### config.mk
export PLATFORM = sky130hd
export DESIGN_NAME = tag_fa_miss_controller
export DESIGN_NICKNAME = d
export VERILOG_FILES = /design/src/rtl/tag_fa_ctrl_pkg.sv /design/src/rtl/tag_fa_victim_sel.sv /design/src/rtl/tag_fa_miss_controller.sv
export SDC_FILE = /design/constraint.sdc
export NUM_CORES = 1
export LEC_CHECK = 0
export ABC_CLOCK_PERIOD_IN_PS = 2400
export BUFFER_PORTS_ARGS = -buffer_cell sky130_fd_sc_hd__buf_2
export CORE_AREA = 2 2 109 111
export DETAILED_ROUTE_END_ITERATION = 16
export DIE_AREA = 0 0 111 113
export PLACE_DENSITY = 0.75
export SYNTH_ARGS = -nofsm -noshare
export SYNTH_HDL_FRONTEND = slang
export SYNTH_SLANG_ARGS = --single-unit
### constraint.sdc
create_clock -name clock_i -period 2.4 [get_ports clock_i]
set_input_delay 0.24 -clock clock_i [delete_from_list [all_inputs] [get_ports clock_i]]
set_output_delay 0.24 -clock clock_i [all_outputs]
set_load 0.01 [all_outputs]
### src/rtl/tag_fa_ctrl_pkg.sv
// tag_fa_ctrl_pkg: state encoding, default geometry, derived widths and stats helper for the FA tag miss controller
package tag_fa_ctrl_pkg;
   localparam int DEF_BW_ACCESS_ADDR    = 32;
   localparam int DEF_N_WORDS_PER_BLOCK = 8;
   localparam int DEF_N_CAPACITY_BLOCKS = 16;
   localparam int BW_CAPACITY_BLOCKS    = $clog2(DEF_N_CAPACITY_BLOCKS);
   localparam int BW_WORDS_PER_BLOCK    = $clog2(DEF_N_WORDS_PER_BLOCK);
   localparam int STAT_W                = 32;
   typedef enum logic [2:0] {IDLE, LOOKUP, EVICT, FILL, INSTALL, RESPOND} state_e;
   function automatic logic [STAT_W-1:0] sat_inc(input logic [STAT_W-1:0] v);
      return &v ? v : v + STAT_W'(1);
   endfunction
endpackage

### src/rtl/tag_fa_victim_sel.sv
// tag_fa_victim_sel: cold-fill counter and round-robin pointer that choose the replacement slot
module tag_fa_victim_sel
   import tag_fa_ctrl_pkg::*;
#(
   parameter int N_CAPACITY_BLOCKS = DEF_N_CAPACITY_BLOCKS
) (
   input  logic                                 clock_i,
   input  logic                                 reset_i,
   input  logic                                 advance_i,
   output logic [$clog2(N_CAPACITY_BLOCKS)-1:0] victim_o,
   output logic                                 full_o
);
   localparam int CB = $clog2(N_CAPACITY_BLOCKS);
   localparam int CW = CB + 1;
   logic [CW-1:0] count_q, count_d;
   logic [CB-1:0] ptr_q, ptr_d;
   // unused slots are handed out in order; once all are used the pointer rotates
   always_comb begin
      full_o   = count_q == CW'(N_CAPACITY_BLOCKS);
      victim_o = full_o ? ptr_q : count_q[CB-1:0];
      count_d  = (advance_i && !full_o) ? count_q + CW'(1) : count_q;
      ptr_d    = (advance_i && full_o) ? ptr_q + CB'(1) : ptr_q;
   end
   // fill count and round-robin pointer registers
   always_ff @(posedge clock_i) begin
      if (reset_i) begin
         count_q <= '0;
         ptr_q   <= '0;
      end else begin
         count_q <= count_d;
         ptr_q   <= ptr_d;
      end
   end
endmodule

### src/rtl/tag_fa_miss_controller.sv
// tag_fa_miss_controller: sequences lookup/evict/fill/install on the FA tag table; TAG_FA_MISS_CTRL_STATS_EN adds hit/miss counters
module tag_fa_miss_controller
   import tag_fa_ctrl_pkg::*;
#(
   parameter int BW_ACCESS_ADDR    = DEF_BW_ACCESS_ADDR,
   parameter int N_WORDS_PER_BLOCK = DEF_N_WORDS_PER_BLOCK,
   parameter int N_CAPACITY_BLOCKS = DEF_N_CAPACITY_BLOCKS
) (
   input  logic                                 clock_i,
   input  logic                                 reset_i,
   input  logic                                 req_valid_i,
   input  logic [BW_ACCESS_ADDR-1:0]            req_addr_i,
   output logic                                 req_ready_o,
   output logic                                 resp_valid_o,
   output logic                                 resp_hit_o,
   output logic [$clog2(N_CAPACITY_BLOCKS)-1:0] resp_cache_addr_o,
   output logic [BW_ACCESS_ADDR-1:0]            tbl_search_addr_o,
   input  logic                                 tbl_hit_i,
   input  logic [$clog2(N_CAPACITY_BLOCKS)-1:0] tbl_cache_addr_i,
   input  logic [BW_ACCESS_ADDR-1:0]            tbl_victim_addr_i,
   output logic [$clog2(N_CAPACITY_BLOCKS)-1:0] tbl_cache_addr_o,
   output logic [BW_ACCESS_ADDR-1:0]            tbl_write_addr_o,
   output logic                                 tbl_wren_o,
   output logic                                 tbl_rmen_o,
   output logic                                 evict_req_o,
   output logic [BW_ACCESS_ADDR-1:0]            evict_addr_o,
   input  logic                                 evict_ack_i,
   output logic                                 fill_req_o,
   output logic [BW_ACCESS_ADDR-1:0]            fill_addr_o,
   input  logic                                 fill_ack_i,
   output logic [STAT_W-1:0]                    stat_hits_o,
   output logic [STAT_W-1:0]                    stat_misses_o
);
   localparam int CB = $clog2(N_CAPACITY_BLOCKS);
   localparam int WB = $clog2(N_WORDS_PER_BLOCK);
   localparam logic [BW_ACCESS_ADDR-1:0] BLK_MASK = ~((BW_ACCESS_ADDR'(1) << WB) - BW_ACCESS_ADDR'(1));
   state_e                  state_q, state_d;
   logic [BW_ACCESS_ADDR-1:0] addr_q, addr_d, evict_addr_q, evict_addr_d;
   logic                    rm_q, rm_d, hit_q, hit_d;
   logic [CB-1:0]           slot_q, slot_d, victim;
   logic                    full;
   tag_fa_victim_sel #(.N_CAPACITY_BLOCKS(N_CAPACITY_BLOCKS)) u_victim (
      .clock_i  (clock_i),
      .reset_i  (reset_i),
      .advance_i(state_q == INSTALL),
      .victim_o (victim),
      .full_o   (full)
   );
   // next state; rm_q marks the single rmen cycle that closes an eviction
   always_comb begin
      state_d      = state_q;
      addr_d       = addr_q;
      evict_addr_d = evict_addr_q;
      rm_d         = rm_q;
      hit_d        = hit_q;
      slot_d       = slot_q;
      case (state_q)
         IDLE: if (req_valid_i) begin
            addr_d  = req_addr_i & BLK_MASK;
            state_d = LOOKUP;
         end
         LOOKUP: begin
            hit_d   = tbl_hit_i;
            slot_d  = tbl_hit_i ? tbl_cache_addr_i : victim;
            rm_d    = 1'b0;
            state_d = tbl_hit_i ? RESPOND : full ? EVICT : FILL;
            if (!tbl_hit_i && full) evict_addr_d = tbl_victim_addr_i & BLK_MASK;
         end
         EVICT: begin
            rm_d    = rm_q ? 1'b0 : evict_ack_i;
            state_d = rm_q ? FILL : EVICT;
         end
         FILL:    state_d = fill_ack_i ? INSTALL : FILL;
         INSTALL: state_d = RESPOND;
         RESPOND: state_d = IDLE;
         default: state_d = IDLE;
      endcase
   end
   // controller registers
   always_ff @(posedge clock_i) begin
      if (reset_i) begin
         state_q      <= IDLE;
         addr_q       <= '0;
         evict_addr_q <= '0;
         rm_q         <= 1'b0;
         hit_q        <= 1'b0;
         slot_q       <= '0;
      end else begin
         state_q      <= state_d;
         addr_q       <= addr_d;
         evict_addr_q <= evict_addr_d;
         rm_q         <= rm_d;
         hit_q        <= hit_d;
         slot_q       <= slot_d;
      end
   end
   assign req_ready_o       = state_q == IDLE;
   assign resp_valid_o      = state_q == RESPOND;
   assign resp_hit_o        = resp_valid_o & hit_q;
   assign resp_cache_addr_o = resp_valid_o ? slot_q : '0;
   assign tbl_search_addr_o = addr_q;
   assign tbl_write_addr_o  = addr_q;
   assign tbl_cache_addr_o  = victim;
   assign tbl_wren_o        = state_q == INSTALL;
   assign tbl_rmen_o        = state_q == EVICT && rm_q;
   assign evict_req_o       = state_q == EVICT && !rm_q;
   assign evict_addr_o      = evict_addr_q;
   assign fill_req_o        = state_q == FILL;
   assign fill_addr_o       = addr_q;
`ifdef TAG_FA_MISS_CTRL_STATS_EN
   logic [STAT_W-1:0] hits_q, hits_d, misses_q, misses_d;
   // saturating tallies bumped once per response
   always_comb begin
      hits_d   = (state_q == RESPOND && hit_q) ? sat_inc(hits_q) : hits_q;
      misses_d = (state_q == RESPOND && !hit_q) ? sat_inc(misses_q) : misses_q;
   end
   // stats registers
   always_ff @(posedge clock_i) begin
      if (reset_i) begin
         hits_q   <= '0;
         misses_q <= '0;
      end else begin
         hits_q   <= hits_d;
         misses_q <= misses_d;
      end
   end
   assign stat_hits_o   = hits_q;
   assign stat_misses_o = misses_q;
`else
   assign stat_hits_o   = '0;
   assign stat_misses_o = '0;
`endif
endmodule
==> results.txt <==
The leading register cell type out of synthesis is sky130_fd_sc_hd__dfxtp_1. The run gives 10470 um as the wire length reported by the detailed router. Broken down by cell family, the worst path's largest delay share belongs to simple AND/OR/NAND/NOR gates. The run gives 225 as the count of routing violations after the opening detailed-route iteration. The worst supply voltage drop on vdd is 0.0005831 V. Number of sinks driven by the clock tree: 76. The post-route netlist has 36.49% of its cells at a drive strength greater than 1. Post-placement worst setup slack: 469.2 ps. Counting buffers and inverters, the worst setup path is 5 cells deep. The combined buffer and inverter count along the critical path was 2.

The run gives 41 as the count of cell types in the netlist. For this design, the slowest cell found on the critical path is sky130_fd_sc_hd__nor4bb_4. Entering global routing, the biggest net connects 34 pins.

The first global-routing pass estimated 16300 um of wire. The count of pins over their slew limit was 0; the number of instances in the placed design was 782. The flow ran to the end, and the final reports show no timing, DRC or antenna violations. For the max-cap violation count, the log shows 0. Number of gates resized after CTS: 0.

Detailed placement ended at an HPWL of 7736 um. The final period demand of the worst path came out at 2236 ps. STA classifies the critical path endpoint as an output pin. The final core utilization is 43.66%, and the count of buffers inserted at the top-level ports is 198.

Leaving out fill and tap cells, the most frequent cells in the layout are sky130_fd_sc_hd__buf_2, sky130_fd_sc_hd__conb_1, sky130_fd_sc_hd__dfxtp_1, sky130_fd_sc_hd__a21oi_1, sky130_fd_sc_hd__nand2_1. Of all cell types, the one taking the most synthesized area is sky130_fd_sc_hd__dfxtp_1. Counting along the longest clock path gives a buffer depth of 2. For the pin with the worst max-slew slack, the measured transition is 676.6 ps. The logs give 0 for the antenna diode instance count and 0 for the number of design rule violations left after detail routing.

The library cell used most frequently in the layout, excluding fill and tap cells, is sky130_fd_sc_hd__buf_2. After Yosys synthesis, full adders, half adders and majority gates account for 0.8998% of the synthesized area. The worst hold path passes through 3 cells.

By area the synthesized netlist is led by sky130_fd_sc_hd__dfxtp_1, sky130_fd_sc_hd__buf_4, sky130_fd_sc_hd__a21oi_1, sky130_fd_sc_hd__nand2_1, sky130_fd_sc_hd__nand3_1. The worst register-to-register path has a depth of 3. The clock latency reported for the late side of the worst-skew pair is 330 ps, and the share of the clock period used by the worst path after layout is 93.16%. The synthesized netlist occupies a cell area of 4172 sq um. Across all layers, the routed design uses 3627 vias.

The average routed wire per standard cell works out to 13.12 um. STA classifies the critical path startpoint as a flip-flop. Setup repair after global routing left no endpoint under its margin. The tools report the highest clock frequency the design can meet as 447.3 MHz.

The number of synthesized flops with an enable pin is 0. Number of top-level pins: 281. In the routed layout, each cell is associated on average with a via count of 4.545. TritonCTS built the clock tree. For this configuration, the core starts out at a cell density of 37.01%. On the worst path, the slowest cell contributes a delay of 450 ps. The critical path is of the reg2out type. The congestion estimate from routability-driven global placement came to 0.7668. For this run, the detailed router's first-pass iteration total came to 4. Area share of xor/xnor cells in the synthesized design: 0%.

In the synthesized netlist, mux cells make up 1.350% of the area. The worst max-slew margin expressed relative to the limit is 54.80%. For the number of hold buffers added after CTS, the log shows 0. The chip height is 113 um. The region available for standard cell placement spans 11270 sq um. The basic-gate share of the synthesized area counting and, or, nand and nor cells is 18.42%. The tightest min-delay check is of the in2reg type. Total CTS buffers: 9. The run gives 2.463 nW as the total leakage power. The tools report the global-route congestion overflow total as 0. In the final timing run, aggregate negative setup slack is 0 ps. The finished layout holds 798 standard cells, fillers aside. The initial antenna violation count was 0; the maximum net fanout on the critical path was 5. The via count of the first global-routing pass was 3263. The floorplan row count was 39. Summing the areas of all compound-gate instances in the mapped netlist gives 14.82% of the synthesized area.

For this design the ratio of total power to cell area is 687.4 nW/um^2. The area fraction of the dominant cell type after synthesis was 36.47%; the die span in x was 111 um. In this run the post-CTS setup repair buffer count came out at 0. Synthesis inferred 76 register bits. On the final layout, the worst clock skew is 5.917 ps. The required time at the worst-slack endpoint was 2160 ps.

The signal on the critical path passes through inv_1, ha_1, nor4bb_4, mux2_2, buf_2. The root buffer cell chosen for the clock tree is sky130_fd_sc_hd__clkbuf_16. Yosys printed 0 warnings. The die covers 12540 sq um. The post-synthesis instance total was 525; the part of the Yosys area used for sequential elements was 36.47%. Setup violations remaining at the end of the flow were counted as 0. The tools report the final critical-path setup slack as 164.2 ps. Share of synthesized registers carrying an async set or reset: 0%. Main combinational cell family by area after synthesis: buffers and inverters. STA puts the critical path data arrival time at 2000 ps. The count of nets after finishing is 727, and the mean instance size in the synthesized netlist is 7.946 sq um. The depth of the CTS H-tree was 3; the area growth from synthesis to layout was 17.97%. Total routing resource utilization after global routing: 16.11%. Across all hold checks on the routed design, the worst slack comes to 150.0 ps.

The run gives 0 as the number of nets still failing antenna checks after routing. Total count of hold-check failures in the final report: 0. The register clock-pin slew on the reported worst setup and hold paths was 60 ps.
[stage by stage]
| step | power (mW) | instance area [sq um] |
|---|---|---|
| 2_1_floorplan | 1.910 | 4453 |
| 3_3_place_gp | 1.951 | 4594 |
| 3_5_place_dp | 1.958 | 4594 |
| 4_1_cts | 3.435 | 4921 |
| 5_1_grt | 3.562 | 4921 |
| 6_report | 3.383 | 4921 |
[state kept, by name (all words and copies together), names as in the netlist]
name              flops
slot_q                4
fill_addr_o          29
u_victim.count_q      5
evict_addr_o         29
rm_q                  1
state_q               3
u_victim.ptr_q        4
hit_q                 1
[synth_stat cells, types with 2 or more instances]
| cell type | count |
|---|---|
| sky130_fd_sc_hd__a211o_1 | 3 |
| sky130_fd_sc_hd__a21o_1 | 3 |
| sky130_fd_sc_hd__a21oi_1 | 70 |
| sky130_fd_sc_hd__and2_1 | 6 |
| sky130_fd_sc_hd__and4b_1 | 2 |
| sky130_fd_sc_hd__buf_2 | 5 |
| sky130_fd_sc_hd__buf_4 | 135 |
| sky130_fd_sc_hd__clkbuf_1 | 29 |
| sky130_fd_sc_hd__dfxtp_1 | 76 |
| sky130_fd_sc_hd__ha_1 | 3 |
| sky130_fd_sc_hd__inv_1 | 3 |
| sky130_fd_sc_hd__mux2_2 | 5 |
| sky130_fd_sc_hd__nand2_1 | 66 |
| sky130_fd_sc_hd__nand2b_1 | 4 |
| sky130_fd_sc_hd__nand3_1 | 34 |
| sky130_fd_sc_hd__nand4_1 | 2 |
| sky130_fd_sc_hd__nor2_1 | 4 |
| sky130_fd_sc_hd__nor2b_1 | 4 |
| sky130_fd_sc_hd__nor3_1 | 5 |
| sky130_fd_sc_hd__nor3b_1 | 3 |
| sky130_fd_sc_hd__nor4b_1 | 3 |
| sky130_fd_sc_hd__nor4bb_1 | 3 |
| sky130_fd_sc_hd__o21ai_0 | 33 |
| sky130_fd_sc_hd__o311ai_0 | 2 |
| sky130_fd_sc_hd__o31ai_1 | 2 |
| sky130_fd_sc_hd__or2_2 | 3 |
| sky130_fd_sc_hd__or4_1 | 2 |
| sky130_fd_sc_hd__or4b_2 | 2 |
[cells by family (layout without fill, tap and decap cells)]
group                      after synthesis  in the layout
and+or+nand+nor                        150            150
muxes                                    5              5
DFF                                     76             76
AOI/OAI and AO/OA                      116            116
adders and majority gates                3              3
buffers and inverters                  174            229
other                                    1             76
[area by class of cell]
type / count / area, sq um
clock buffer: 9 / 225.2
clock inverter: 7 / 101.3
fill: 1175 / 6351
inverter: 4 / 15.01
multi-input combinational: 350 / 1793
sequential: 76 / 1521
tap: 143 / 178.9
timing repair buffer: 209 / 1086
[report_power, final]
group | total [mW] | switching [mW] | internal, mW
sequential | 1.37 | 0.0579 | 1.32
clock | 1.46 | 0.543 | 0.915
combinational | 0.550 | 0.346 | 0.204
[worst min-delay path, stage by stage]
cell,delay [ps]
sky130_fd_sc_hd__buf_2,90
sky130_fd_sc_hd__nand2_1,40
sky130_fd_sc_hd__a21oi_1,50
[routing by layer]
metal / up-vias / share of wire, % / GRT usage [%]
li1: 1803 / - / -
met1: 1635 / 41 / 18.69
met2: 176 / 49 / 27.73
met3: 13 / 8.2 / 5.517
met4: 0 / 1.6 / 5.833
met5: - / 0 / 0
[final timing paths]
kind,start,end,slack [ps]
setup / recovery,u_victim.count_q[0],tbl_cache_addr_o[1],160
hold / removal,req_addr_i[3],fill_addr_o[3],150
setup reg to reg,state_q[0],evict_addr_o[12],470
hold reg to reg,slot_q[2],slot_q[2],460
Note: power is estimated with default switching activity, not from simulation.
